[config.mk]
export PLATFORM = sky130hd
export DESIGN_NAME = instruction_fetch_controller
export DESIGN_NICKNAME = d
export VERILOG_FILES = /design/src/rtl/instruction_fetch_controller.sv
export SDC_FILE = /design/constraint.sdc
export NUM_CORES = 1
export LEC_CHECK = 0
export ABC_CLOCK_PERIOD_IN_PS = 1700
export BUFFER_PORTS_ARGS = -buffer_cell sky130_fd_sc_hd__buf_2
export CAP_MARGIN = 20
export CORE_MARGIN = 2
export CORE_UTILIZATION = 40
export CTS_BUF_LIST = sky130_fd_sc_hd__clkbuf_2 sky130_fd_sc_hd__clkbuf_4 sky130_fd_sc_hd__clkbuf_8
export CTS_CLUSTER_DIAMETER = 200
export DETAILED_ROUTE_END_ITERATION = 10
export GPL_TIMING_DRIVEN = 0
export HOLD_SLACK_MARGIN = 0.15
export PLACE_DENSITY_LB_ADDON = 0.1
export SETUP_SLACK_MARGIN = 0.4
export SYNTH_ARGS = -nofsm -noshare
export SYNTH_HDL_FRONTEND = slang
export SYNTH_SLANG_ARGS = --single-unit
[constraint.sdc]
create_clock -name clock -period 1.7 [get_ports clock]
set_clock_uncertainty 0.15 [all_clocks]
set_input_delay 0.425 -clock clock [delete_from_list [all_inputs] [get_ports clock]]
set_output_delay 0.425 -clock clock [all_outputs]
set_load 0.02 [all_outputs]
[src/rtl/instruction_fetch_controller.sv]
// Purpose : sequences one word read on the bus per fetch request and loads the current instruction register.
// Latency : request accepted at edge 0, busRequest from cycle 1; ack in cycle k -> write enable in k, fetchDone in k+1.
// Backpr. : busRequest is held until busAck, abort or (with FETCH_TIMEOUT_EN) timeout; fetchRequest is ignored while busy.
//
// Ports:
//   clock, resetN                   - clock, asynchronous active-low reset
//   fetchRequest, pc                - start a fetch at pc (sampled in IDLE only)
//   abort                           - cancel an in-flight bus request
//   busRequest, busAddress          - bus read request and latched address
//   busAck, busError                - bus completion and error qualifier
//   instructionRegisterWriteEnable  - combinational load enable, coincident with a good ack
//   fetchDone, fetchFault           - registered one-cycle completion pulses
//   faultCode                       - 00 none, 01 misaligned, 10 bus error, 11 timeout
//   busy                            - state is not IDLE
//
// Build option: define FETCH_TIMEOUT_EN to build the wait counter and timeout fault.
module instruction_fetch_controller #(
    parameter int TIMEOUT_CYCLES = 255,
    parameter int COUNTER_WIDTH  = 8
) (
    input  logic        clock,
    input  logic        resetN,
    input  logic        fetchRequest,
    input  logic [31:0] pc,
    input  logic        abort,
    output logic        busRequest,
    output logic [31:0] busAddress,
    input  logic        busAck,
    input  logic        busError,
    output logic        instructionRegisterWriteEnable,
    output logic        fetchDone,
    output logic        fetchFault,
    output logic [1:0]  faultCode,
    output logic        busy
);

    typedef enum logic [1:0] {
        IDLE    = 2'd0,
        REQUEST = 2'd1,
        DONE    = 2'd2,
        FAULT   = 2'd3
    } state_t;

    localparam logic [1:0] CODE_NONE     = 2'b00;
    localparam logic [1:0] CODE_MISALIGN = 2'b01;
    localparam logic [1:0] CODE_BUSERR   = 2'b10;
    localparam logic [1:0] CODE_TIMEOUT  = 2'b11;

    state_t      state, state_nxt;
    logic [31:0] addr_nxt;
    logic [1:0]  code_nxt;
    logic        timeout_hit;

`ifdef FETCH_TIMEOUT_EN
    localparam logic [COUNTER_WIDTH-1:0] TIMEOUT_LAST = COUNTER_WIDTH'(TIMEOUT_CYCLES - 1);

    logic [COUNTER_WIDTH-1:0] wait_cnt, wait_cnt_nxt;

    // Counter holds the number of REQUEST cycles already spent without ack.
    assign timeout_hit = (wait_cnt == TIMEOUT_LAST);
`else
    // Without the timeout build the sizing parameters have no consumer.
    if (TIMEOUT_CYCLES < 0 && COUNTER_WIDTH < 0) begin : g_params_unused
    end
    assign timeout_hit = 1'b0;
`endif

    // State and registered outputs.
    always_ff @(posedge clock or negedge resetN) begin
        if (!resetN) begin
            state      <= IDLE;
            busAddress <= 32'h0;
            faultCode  <= CODE_NONE;
            fetchDone  <= 1'b0;
            fetchFault <= 1'b0;
`ifdef FETCH_TIMEOUT_EN
            wait_cnt   <= '0;
`endif
        end else begin
            state      <= state_nxt;
            busAddress <= addr_nxt;
            faultCode  <= code_nxt;
            fetchDone  <= (state_nxt == DONE);
            fetchFault <= (state_nxt == FAULT);
`ifdef FETCH_TIMEOUT_EN
            wait_cnt   <= wait_cnt_nxt;
`endif
        end
    end

    // Next-state logic. Inside REQUEST the priority is abort > ack > timeout.
    always_comb begin
        state_nxt = state;
        addr_nxt  = busAddress;
        code_nxt  = faultCode;
`ifdef FETCH_TIMEOUT_EN
        wait_cnt_nxt = wait_cnt;
`endif
        unique case (state)
            IDLE: begin
                if (fetchRequest) begin
                    if (pc[1:0] == 2'b00) begin
                        addr_nxt  = pc;
                        code_nxt  = CODE_NONE;
                        state_nxt = REQUEST;
`ifdef FETCH_TIMEOUT_EN
                        wait_cnt_nxt = '0;
`endif
                    end else begin
                        // Misaligned: fault without touching the bus or the address latch.
                        code_nxt  = CODE_MISALIGN;
                        state_nxt = FAULT;
                    end
                end
            end
            REQUEST: begin
                if (abort) begin
                    state_nxt = IDLE;
                end else if (busAck) begin
                    if (busError) begin
                        code_nxt  = CODE_BUSERR;
                        state_nxt = FAULT;
                    end else begin
                        state_nxt = DONE;
                    end
                end else begin
`ifdef FETCH_TIMEOUT_EN
                    // Saturate rather than wrap.
                    wait_cnt_nxt = (wait_cnt == {COUNTER_WIDTH{1'b1}}) ? wait_cnt : wait_cnt + 1'b1;
`endif
                    if (timeout_hit) begin
                        code_nxt  = CODE_TIMEOUT;
                        state_nxt = FAULT;
                    end
                end
            end
            DONE:    state_nxt = IDLE;
            FAULT:   state_nxt = IDLE;
            default: state_nxt = IDLE;
        endcase
    end

    // Combinational outputs. The write enable must land in the ack cycle itself so
    // the instruction register captures the bus data on that same edge.
    always_comb begin
        busRequest = (state == REQUEST);
        busy       = (state != IDLE);
        instructionRegisterWriteEnable = (state == REQUEST) && busAck && !busError && !abort;
    end

endmodule

Word level (Yosys, flattened, before mapping)

Index checks and enable logic that the tools add are counted.

Register bits after elaboration: 38
Input bits: 38
Output and inout port bits: 39
Logic and storage cells: 38

Eq/ne operators: 9
Muxes and demuxes: 12
Reductions and logical operators: 12

Operators with widths:

| cell                 | number |
|---|---|
| $mux W2              | 8 |
| $eq A2 B2 Y1 const B | 4 |
| $pmux W2 S3          | 1 |
| $reduce_and A5 Y1    | 1 |
| $logic_not A2 Y1     | 2 |
| $ne A2 B1 Y1 const B | 2 |
| $ne A2 B2 Y1 const B | 2 |
| $pmux W2 S2          | 1 |
| $reduce_bool A2 Y1   | 2 |
| $logic_and A1 B1 Y1  | 3 |
| $reduce_and A3 Y1    | 1 |
| $eq A2 B1 Y1 const B | 1 |
| $logic_not A1 Y1     | 2 |
| $mux W1              | 2 |
| $reduce_or A2 Y1     | 1 |

Logic depth before layout (Yosys ltp)

Gate-level depths: netlist (run 1).

Word-level depth: 5
Gate-level depth with buffers: 4
Gate-level depth less buffers: 3

Least setup slack after synthesis (run 1)

Ideal clock, no wire load.

Path type: register to output
From: register state[0]
To: output instructionRegisterWriteEnable
Arrival: 1.031 ns
Data required time: 1.125 ns
Setup slack: 0.094 ns
Stages on the path, launching flop included: 4
Buffers on the path: 0
Cells stage by stage: dfrtp_1 nor2b_1 nand3b_1 nor2_1

Word-level cells in the longest chain between the ends: 4

Ends and longest elaborated chain:

| item                              | line | RTL |
|---|---|---|
| from (decl)                       | 49   | `state_t state, state_nxt;` |
| from (signal assigned)            | 80   | `state <= state_nxt;` |
| $eq A2 B1 Y1                      | 148  | `instructionRegisterWriteEnable = (state == REQUEST) && busAck && !busError && !abort;` |
| $logic_and A1 B1 Y1 (3 in series) | 148  |  |
| to (decl)                         | 30   | `output logic instructionRegisterWriteEnable,` |

No other way between the ends.

Worst setup path after layout (run 1)

Same ends and word-level chain as after synthesis.

==> impl_metrics.env, run 1 <==
export IMPL_chipHeight_um=66.68
export IMPL_detailedPlacementHpwl_mm=2.177
export IMPL_tritoncts_num_buffers=5
export IMPL_hold_class="input pin to asynchronous set/reset pin"
export IMPL_drt_vias_per_instance=4.575
export IMPL_sequential_cell_area_um2=952.2
export IMPL_detailedRoute_firstPassIterationCount=4
export IMPL_grt_pass1_wl_mm=5.582
export IMPL_rsz0062_at_grt="true"
export IMPL_first_global_vias=1226
export IMPL_setup_tns_ns=-1.675
export IMPL_num_vias=1217
export IMPL_max_vdd_ir_drop_uv=887.1
export IMPL_drv_cap=0
export IMPL_worst_slew_margin_rel_pct=45.51
export IMPL_final_core_utilization_pct=75.02
export IMPL_sw_frac_of_total_pct=31.70
export IMPL_multi_input_comb_area_um2=674.4
export IMPL_clock_tree_buffer_depth=2
export IMPL_end_kind="output port"
export IMPL_floorplan_rows=22
export IMPL_grt_max_degree=39
export IMPL_routed_length_on_met3_um=241
export IMPL_postSynth_topFlopCell="sky130_fd_sc_hd__dfrtp_1"
export IMPL_initial_utilization_pct=42.29
export IMPL_crit_arrival_ns=1.21
export IMPL_start_kind="flop"
export IMPL_ys_seq_elements=38
export IMPL_htree_levels=2
export IMPL_synth_edf_count=0
export IMPL_postLayoutSetupSlackWorst_ns=-0.08972
export IMPL_layout_drive_gt1_share_pct=78.44
export IMPL_worstSetupPathType="flop to output port"
export IMPL_clock_sink_count=38
export IMPL_portBuffers=76
export IMPL_first_iteration_detailed_routing_drc_count=50
export IMPL_routed_wire_length_per_instance_um=13.93
export IMPL_power_static_leakage_nw=1.494
export IMPL_synth_top_cells_by_area="sky130_fd_sc_hd__dfrtp_1 61%, sky130_fd_sc_hd__mux2_4 27%, sky130_fd_sc_hd__buf_6 2.1%"
export IMPL_p_comb_share_pct=53.5
export IMPL_worst_setup_hold_path_clk_slew_ns=0.07
export IMPL_final_net_count=255
export IMPL_finalCritPeriodShare_pct=105.3
export IMPL_horizontal_extent_of_the_die_um=66.68
export IMPL_antenna_left=0
export IMPL_pwr_share_seq_pct=32.6
export IMPL_synthArstFlopShare_pct=100.0
export IMPL_clk_network_pwr_share_pct=13.8
export IMPL_synthDominantCellAreaShare_pct=60.51
export IMPL_placeableCoreArea_um2=3716
export IMPL_antenna_cells_inserted=0
export IMPL_synthesis_area_um2=1572
export IMPL_worst_slew_pin_slew_ns=0.8173
export IMPL_clkLatencyLatePin_ns=0.29
export IMPL_cts_root_buffer="sky130_fd_sc_hd__clkbuf_8"
export IMPL_timing_hold_violations_final=0
export IMPL_period_needed_ns=1.790
export IMPL_timing_hold_ws_ns=0.08083
export IMPL_wl_met1_mm=1.484
export IMPL_fill_cells=241
export IMPL_synth_seq_area_share_pct=60.51
export IMPL_fmax_mhz=558.7
export IMPL_drc_errors=0
export IMPL_area_growth_pct=77.39
export IMPL_die_area_um2=4446
export IMPL_worst_path_max_fanout=2
export IMPL_postRouteWirelength_mm=3.706
export IMPL_grt_overflow_total=0
export IMPL_synth_net_count=133
export IMPL_io_pins=77
export IMPL_yosys_cell_types_count=19
export IMPL_final_setup_viol_count=30
export IMPL_power_report_internal_total_mw=3.156
export IMPL_power_per_cell_area_nw_per_um2=1657
export IMPL_synth_area_per_cell_um2=16.54
export IMPL_top_metal_layer_carrying_routed_signals="met4"
export IMPL_final_max_slew_violation_count=0
export IMPL_cts_tree="built"
export IMPL_synth_common_cells="38 x sky130_fd_sc_hd__dfrtp_1, 28 x sky130_fd_sc_hd__mux2_4, 5 x sky130_fd_sc_hd__nor2_1"
export IMPL_failed_checks="setup timing"
export IMPL_crit_required_ns=1.12
export IMPL_synth_largest_area_cell="sky130_fd_sc_hd__dfrtp_1"
export IMPL_detailroute_wirelength_met2_mm=1.934
export IMPL_tot_gr_track_use_pct=17.08
export IMPL_leading_cell_type_by_number_of_instances_after_synthesis="sky130_fd_sc_hd__dfrtp_1"
export IMPL_run_status="finished, violations left"
export IMPL_syn_instance_count=95
export IMPL_power_net_switching_mw=1.465
export IMPL_ys_warn_count=0
export IMPL_finalWeightedCongestion=0.7337
export IMPL_number_of_antenna_violations_at_the_first_check_in_global_routing=0
[cell type report]
type | instances | share of cell area, %
multi-input combinational | 54 | 24.19
timing repair buffer | 115 | 34.29
buffer | 3 | 1.795
clock buffer | 7 | 3.232
sequential | 38 | 34.16
tap | 48 | 2.154
clock inverter | 1 | 0.1795
[power groups by stage]
stage                     sequential, mW  clock [mW]  combinational (mW)
after global routing                1.54       0.705                2.62
after floorplan                     1.87           0               0.565
final                               1.51       0.639                2.47
after detailed placement            1.45           0                1.47
after CTS                           1.51       0.660                2.23
after global placement              1.43           0                1.46
[cells by family after synthesis]
kind of cell / after synthesis / synth area share (%)
compound gates: 4 / 1.672
buf+inv: 3 / 2.150
flops: 38 / 60.51
mux: 30 / 28.18
simple gates: 20 / 7.485
[worst paths after layout]
kind	startpoint	end	slack (ns)	cells past startpoint
worst min register to register	faultCode[1]	faultCode[1]	0.37	2
worst min-delay path	resetN	busAddress[28]	0.08	1
max in group asynchronous	resetN	state[1]	0.75	1
worst max register to register	state[0]	busAddress[18]	-0.06	6
min in group clock	busError	fetchDone	0.19	2
worst max-delay path	state[0]	instructionRegisterWriteEnable	-0.09	4
[cells in the final DEF (no fill, tap or decap), drive strengths merged]
master  netlist  routed
a211oi        1       1
a21oi         1       1
a31o          1       1
and2          2       2
buf           3     118
clkbuf        0       7
clkinv        0       1
dfrtp        38      38
mux2         30      30
nand2         4       4
nand2b        1       1
nand3b        1       1
nand4b        1       1
nor2          5       5
nor2b         3       3
nor3b         1       1
o21ai         1       1
or2           1       1
or3b          1       1
[per-layer routing]
layer	global-route usage [%]	vias up
met5	0	-
met4	6.888	0
met3	4.899	5
met2	28.50	49
met1	20.70	593
li1	-	570
[repair_timing]
item	CTS	global route
pin swaps	7	3
endpoints found under the hold margin	38	10
resized for setup	97	8
gates cloned	1	0
buffers inserted	22	16
setup endpoints to repair	74	76
[through the flow]
stage	setup WS (ns)	power (mW)	area (um2)	std cells
CTS	-0.07476	4.393	2635	250
floorplan	0.2130	2.434	1589	95
global placement	-0.0006101	2.898	2029	219
detailed placement	-0.02093	2.927	2029	219
global route	-0.1899	4.866	2788	266
finish	-0.08972	4.620	2788	266
[sequential cells by signal, summed over array words and instances, names as in the netlist]
signal	cells
state	2
fetchDone	1
faultCode	2
fetchFault	1
busAddress	32
[worst max-delay path, stage by stage, from the launching register on]
cell and delay (ns):
sky130_fd_sc_hd__dfrtp_1 0.38, sky130_fd_sc_hd__nor2b_4 0.16, sky130_fd_sc_hd__nand3b_1 0.15, sky130_fd_sc_hd__nor2_4 0.12
sky130_fd_sc_hd__buf_6 0.12
(Power assumes the default switching activity.)
==> run 2: changes to the inputs <==
--- a/config.mk
+++ b/config.mk
@@ -8,13 +8,14 @@
 export ABC_CLOCK_PERIOD_IN_PS = 1700
 export BUFFER_PORTS_ARGS = -buffer_cell sky130_fd_sc_hd__buf_2
 export CAP_MARGIN = 20
-export CORE_MARGIN = 2
+export CORE_MARGIN = 4
 export CORE_UTILIZATION = 40
 export CTS_BUF_LIST = sky130_fd_sc_hd__clkbuf_2 sky130_fd_sc_hd__clkbuf_4 sky130_fd_sc_hd__clkbuf_8
 export CTS_CLUSTER_DIAMETER = 200
+export CTS_CLUSTER_SIZE = 20
 export DETAILED_ROUTE_END_ITERATION = 10
 export GPL_TIMING_DRIVEN = 0
-export HOLD_SLACK_MARGIN = 0.15
+export HOLD_SLACK_MARGIN = 0.12
 export PLACE_DENSITY_LB_ADDON = 0.1
 export SETUP_SLACK_MARGIN = 0.4
 export SYNTH_ARGS = -nofsm -noshare
==> run 2 against run 1 <==
The run still ends with setup timing left; worst hold slack improved by 0.015 ns; sequential power barely moved; critical path depth did not move; sequential cell count did not move; non-clock buffer count fell by 4; critical path type unchanged; highest routed layer unchanged.
==> impl_metrics.env, run 2 (synthesis results as in run 1) <==
export IMPL_detailedPlacementHpwl_mm=2.376
export IMPL_most_used_layer_global_route="met2"
export IMPL_top_register="busAddress"
export IMPL_hold_class="input pin to asynchronous set/reset pin"
export IMPL_use_met1_pct=19.76
export IMPL_postRouteWirelength_mm=3.928
export IMPL_die_area_um2=4996
export IMPL_largest_register_ff_count=32
export IMPL_final_net_count=251
export IMPL_mostFrequentLayoutCells="42 x sky130_fd_sc_hd__buf_6, 37 x sky130_fd_sc_hd__dfrtp_1, 37 x sky130_fd_sc_hd__buf_2"
export IMPL_initial_utilization_pct=42.29
export IMPL_placeableCoreArea_um2=3716
export IMPL_run_status="finished, violations left"
export IMPL_crit_slowest_cell="sky130_fd_sc_hd__dfrtp_1"
export IMPL_end_kind="output port"
export IMPL_tritoncts_num_buffers=5
export IMPL_floorplan_rows=22
export IMPL_biggestRegsByFlops="busAddress: 32 flops, faultCode: 2 flops, state: 2 flops"
export IMPL_clkLatencyLatePin_ns=0.28
export IMPL_rrSetupSlack_ns=-0.08
export IMPL_area_growth_pct=73.49
export IMPL_power_per_cell_area_nw_per_um2=1674
export IMPL_number_of_antenna_violations_at_the_first_check_in_global_routing=0
export IMPL_critical_path_top_delay_family="simple AND/OR/NAND/NOR gates"
export IMPL_antenna_cells_inserted=0
export IMPL_max_vdd_ir_drop_uv=907.1
export IMPL_chipHeight_um=70.68
export IMPL_groute_layer_met2_usage_pct=26.26
export IMPL_postLayoutSetupSlackWorst_ns=-0.09149
export IMPL_worst_setup_hold_path_clk_slew_ns=0.07
export IMPL_worst_slew_pin_slew_ns=0.8439
export IMPL_tot_gr_track_use_pct=15.79
export IMPL_portBuffers=76
export IMPL_grt_max_degree=39
export IMPL_r2r_worst_path_cells=6
export IMPL_clock_tree_buffer_depth=2
export IMPL_first_global_vias=1313
export IMPL_critPathBufInv=1
export IMPL_cts_tree="built"
export IMPL_horizontal_extent_of_the_die_um=70.68
export IMPL_grt_pass1_wl_mm=6.244
export IMPL_crit_arrival_ns=1.22
export IMPL_timing_hold_violations_final=0
export IMPL_routed_wire_length_per_instance_um=14.99
export IMPL_num_vias=1192
export IMPL_first_iteration_detailed_routing_drc_count=67
export IMPL_htree_levels=2
export IMPL_grt_overflow_total=0
export IMPL_finalCritPeriodShare_pct=105.4
export IMPL_antenna_left=0
export IMPL_critical_path_max_stage_delay_ns=0.38
export IMPL_design_power_total_mw=4.564
export IMPL_detailedRoute_firstPassIterationCount=4
export IMPL_failed_checks="setup timing"
export IMPL_final_setup_viol_count=31
export IMPL_worst_slew_margin_rel_pct=43.74
export IMPL_drv_cap=0
export IMPL_worstSetupPathType="flop to output port"
export IMPL_io_pins=77
export IMPL_drc_errors=0
export IMPL_finalWeightedCongestion=0.7586
export IMPL_final_core_utilization_pct=73.37
export IMPL_period_needed_ns=1.791
export IMPL_cts_root_buffer="sky130_fd_sc_hd__clkbuf_8"
export IMPL_drt_vias_per_instance=4.550
export IMPL_crit_required_ns=1.12
export IMPL_fmax_mhz=558.2
export IMPL_fill_cells=257
export IMPL_worst_path_max_fanout=2
export IMPL_clock_sink_count=38
export IMPL_grtUsageMet3_pct=5.540
export IMPL_layout_commonest_cell="sky130_fd_sc_hd__buf_6"
export IMPL_layout_drive_gt1_share_pct=76.64
export IMPL_cell_by_cell_listing_of_the_critical_path="nor2b_4, nand3b_1, nor2_4, buf_6"
export IMPL_r2r_start="state[0]"
export IMPL_start_kind="flop"
export IMPL_rsz0062_at_grt="true"
export IMPL_power_static_leakage_nw=1.468
export IMPL_worst_reg2reg_path_endpoint="busAddress[10]"
export IMPL_final_max_slew_violation_count=0
[run 2: worst max path at each step]
stage              from                        endpoint  slack (ns)  cells past startpoint
3_5_place_dp      abort  instructionRegisterWriteEnable       -0.02                      5
3_3_place_gp      abort  instructionRegisterWriteEnable    -0.00008                      5
4_1_cts        state[0]  instructionRegisterWriteEnable       -0.10                      4
5_1_grt        state[0]  instructionRegisterWriteEnable       -0.16                      4
6_report       state[0]  instructionRegisterWriteEnable       -0.09                      4
2_1_floorplan  state[0]  instructionRegisterWriteEnable        0.21                      3
[run 2: worst register-to-register path: stages, from the launching register on]
cell	delay [ns]
sky130_fd_sc_hd__dfrtp_1	0.40
sky130_fd_sc_hd__buf_6	0.13
sky130_fd_sc_hd__buf_6	0.11
sky130_fd_sc_hd__nor3b_4	0.22
sky130_fd_sc_hd__nand2_4	0.16
sky130_fd_sc_hd__buf_12	0.19
sky130_fd_sc_hd__mux2_4	0.30
[run 2: final cells by class]
| class | count | area, um2 | share of cell area, % |
|---|---|---|---|
| sequential | 38 | 952.2 | 34.92 |
| timing repair buffer | 111 | 918.4 | 33.69 |
| multi-input combinational | 54 | 640.6 | 23.50 |
| clock buffer | 7 | 90.09 | 3.304 |
| buffer | 3 | 60.06 | 2.203 |
| tap | 48 | 60.06 | 2.203 |
| clock inverter | 1 | 5.005 | 0.1836 |
[run 2: report_power, final]
group	total [mW]	internal (mW)	switching, mW	leakage (nW)
combinational	2.41	1.52	0.892	0.954
sequential	1.52	1.25	0.270	0.462
clock	0.634	0.343	0.291	0.0517
[run 2: per-layer routing]
| metal | vias to the layer above | routed length [um] |
|---|---|---|
| met5 | - | 0 |
| li1 | 563 | - |
| met3 | 2 | 258 |
| met1 | 580 | 1585 |
| met2 | 47 | 2073 |
| met4 | 0 | 11 |
[run 2: stage by stage]
stage | instances | area, um2 | setup slack [ns] | TNS [ns] | hold slack, ns
3_5_place_dp | 219 | 2029 | -0.02124 | -0.02124 | 0.3182
2_1_floorplan | 95 | 1589 | 0.2130 | 0 | -0.02059
4_1_cts | 249 | 2618 | -0.1004 | -2.488 | 0.1128
5_1_grt | 262 | 2726 | -0.1608 | -4.267 | 0.1730
3_3_place_gp | 219 | 2029 | -0.00007871 | -0.00007871 | 0.3124
6_report | 262 | 2726 | -0.09149 | -1.867 | 0.09631
[run 2: what timing repair did]
action,CTS,global route
gates cloned,1,0
resized for setup,95,3
buffers inserted,21,13
endpoints found under the hold margin,35,0
pin swaps,8,3
endpoints found under the setup margin,74,75
==> run 3: changes to the inputs <==
--- a/config.mk
+++ b/config.mk
@@ -9,7 +9,7 @@
 export BUFFER_PORTS_ARGS = -buffer_cell sky130_fd_sc_hd__buf_2
 export CAP_MARGIN = 20
 export CORE_MARGIN = 4
-export CORE_UTILIZATION = 40
+export CORE_UTILIZATION = 46
 export CTS_BUF_LIST = sky130_fd_sc_hd__clkbuf_2 sky130_fd_sc_hd__clkbuf_4 sky130_fd_sc_hd__clkbuf_8
 export CTS_CLUSTER_DIAMETER = 200
 export CTS_CLUSTER_SIZE = 20
==> run 3 against run 2 <==
The flow still finishes with violations (setup timing); combinational power grew 2%; wire length rose by 15%; sequential share of layout area decreased by 1.4 points; non-clock buffer count is 6 higher; via count up 3.7%; critical path type unchanged.
==> impl_metrics.env, run 3 (synthesis results as in run 1) <==
export IMPL_r2r_start="state[0]"
export IMPL_layout_drive_gt1_share_pct=79.55
export IMPL_routed_wire_length_per_instance_um=17.14
export IMPL_antenna_left=0
export IMPL_number_of_antenna_violations_at_the_first_check_in_global_routing=0
export IMPL_clkLatencyLatePin_ns=0.34
export IMPL_horizontal_extent_of_the_die_um=66.45
export IMPL_power_per_cell_area_nw_per_um2=1584
export IMPL_timing_hold_violations_final=0
export IMPL_top_register="busAddress"
export IMPL_first_iteration_detailed_routing_drc_count=42
export IMPL_start_kind="flop"
export IMPL_chipHeight_um=66.45
export IMPL_worst_setup_path_startpoint="state[0]"
export IMPL_io_pins=77
export IMPL_worst_slew_margin_rel_pct=44.52
export IMPL_detailedRoute_firstPassIterationCount=4
export IMPL_grt_pass1_wl_mm=6.955
export IMPL_initial_utilization_pct=49.84
export IMPL_placeableCoreArea_um2=3153
export IMPL_final_max_slew_violation_count=0
export IMPL_multi_input_comb_area_um2=658.1
export IMPL_power_static_leakage_nw=1.522
export IMPL_floorplan_rows=20
export IMPL_layout_commonest_cell="sky130_fd_sc_hd__buf_6"
export IMPL_biggestRegsByFlops="busAddress: 32 flops, faultCode: 2 flops, state: 2 flops"
export IMPL_worst_setup_hold_path_clk_slew_ns=0.11
export IMPL_crit_arrival_ns=1.30
export IMPL_grt_max_degree=39
export IMPL_tot_gr_track_use_pct=21.60
export IMPL_fill_cells=128
export IMPL_num_vias=1236
export IMPL_setup_tns_ns=-4.307
export IMPL_largest_register_ff_count=32
export IMPL_period_needed_ns=1.878
export IMPL_hold_class="input pin to asynchronous set/reset pin"
export IMPL_final_net_count=257
export IMPL_worst_slew_pin_slew_ns=0.8322
export IMPL_post_place_cells=215
export IMPL_clock_sink_count=38
export IMPL_final_core_utilization_pct=90.04
export IMPL_timing_hold_ws_ns=0.01713
export IMPL_final_cell_area_um2=2839
export IMPL_die_area_um2=4416
export IMPL_failed_checks="setup timing"
export IMPL_drt_vias_per_instance=4.682
export IMPL_worstSetupPathType="flop to output port"
export IMPL_worst_path_max_fanout=2
export IMPL_detailedPlacementHpwl_mm=2.330
export IMPL_postLayoutSetupSlackWorst_ns=-0.1779
export IMPL_clock_tree_buffer_depth=2
export IMPL_run_status="finished, violations left"
export IMPL_design_power_total_mw=4.498
export IMPL_dpl_instance_area_um2=2024
export IMPL_tritoncts_num_buffers=5
export IMPL_sequential_cell_area_um2=952.2
export IMPL_antenna_cells_inserted=0
export IMPL_cts_tree="built"
export IMPL_finalWeightedCongestion=0.7029
export IMPL_first_global_vias=1406
export IMPL_fmax_mhz=532.5
export IMPL_grt_overflow_total=0
export IMPL_finalCritPeriodShare_pct=110.5
export IMPL_fin_cells=264
export IMPL_max_vdd_ir_drop_uv=976.6
export IMPL_cts_root_buffer="sky130_fd_sc_hd__clkbuf_4"
export IMPL_final_setup_viol_count=34
export IMPL_portBuffers=76
export IMPL_postRouteWirelength_mm=4.524
export IMPL_end_kind="output port"
export IMPL_drc_errors=0
export IMPL_rsz0062_at_grt="true"
export IMPL_drv_cap=0
export IMPL_crit_required_ns=1.12
export IMPL_area_growth_pct=80.65
export IMPL_htree_levels=2
export IMPL_post_place_ws_ns=-0.01872
export IMPL_mostFrequentLayoutCells="47 x sky130_fd_sc_hd__buf_6, 37 x sky130_fd_sc_hd__dfrtp_1, 37 x sky130_fd_sc_hd__buf_2"
==> run 3: cell types whose count changed in the layout (fill, tap and decap cells not counted), sizes merged <==
cell / before / now
buf: 114 / 120
==> run 3: critical path: stages (launching register included) <==
cell                       delay, ns
sky130_fd_sc_hd__dfrtp_1        0.41
sky130_fd_sc_hd__nor2b_4        0.17
sky130_fd_sc_hd__nand3b_1       0.15
sky130_fd_sc_hd__nor2_4         0.12
sky130_fd_sc_hd__buf_6          0.12
==> run 3: timing repair <==
item	4_1_cts	5_1_grt
endpoints found under the setup margin	74	77
gates cloned	3	0
gates resized for setup	101	7
pin swaps	9	5
hold endpoints to repair	38	38
setup buffers	26	12
==> run 3: final cells by class <==
cell class / count / share of cell area, %
clock inverters: 1 / 0.1763
multi-input cells: 54 / 23.18
clock buffers: 7 / 2.071
plain buffers: 3 / 1.763
repair buffers: 117 / 37.33
well taps: 44 / 1.939
flip-flops and latches: 38 / 33.54
==> run 3: power by group <==
part / internal (mW) / leakage [nW] / switching (mW)
clock network: 0.216 / 0.0387 / 0.288
logic: 1.52 / 1.02 / 0.946
registers: 1.25 / 0.462 / 0.280
==> run 3: worst paths after layout <==
check                                                  to  slack (ns)  cells after the start
max in group asynchronous                        state[1]        0.80                      1
min reg2reg                                 busAddress[0]        0.40                      1
max reg2reg                                busAddress[13]       -0.17                      7
min                                        busAddress[10]        0.02                      1
min in group clock                         busAddress[10]        0.15                      2
max                        instructionRegisterWriteEnable       -0.18                      4
==> run 3: routing by layer <==
metal	global-route usage [%]	part of all wire (%)	up-vias
met1	24.45	38	602
met2	39.90	56	49
li1	-	-	578
met4	6.091	1.3	0
met5	0	0	-
met3	5.228	4.9	7
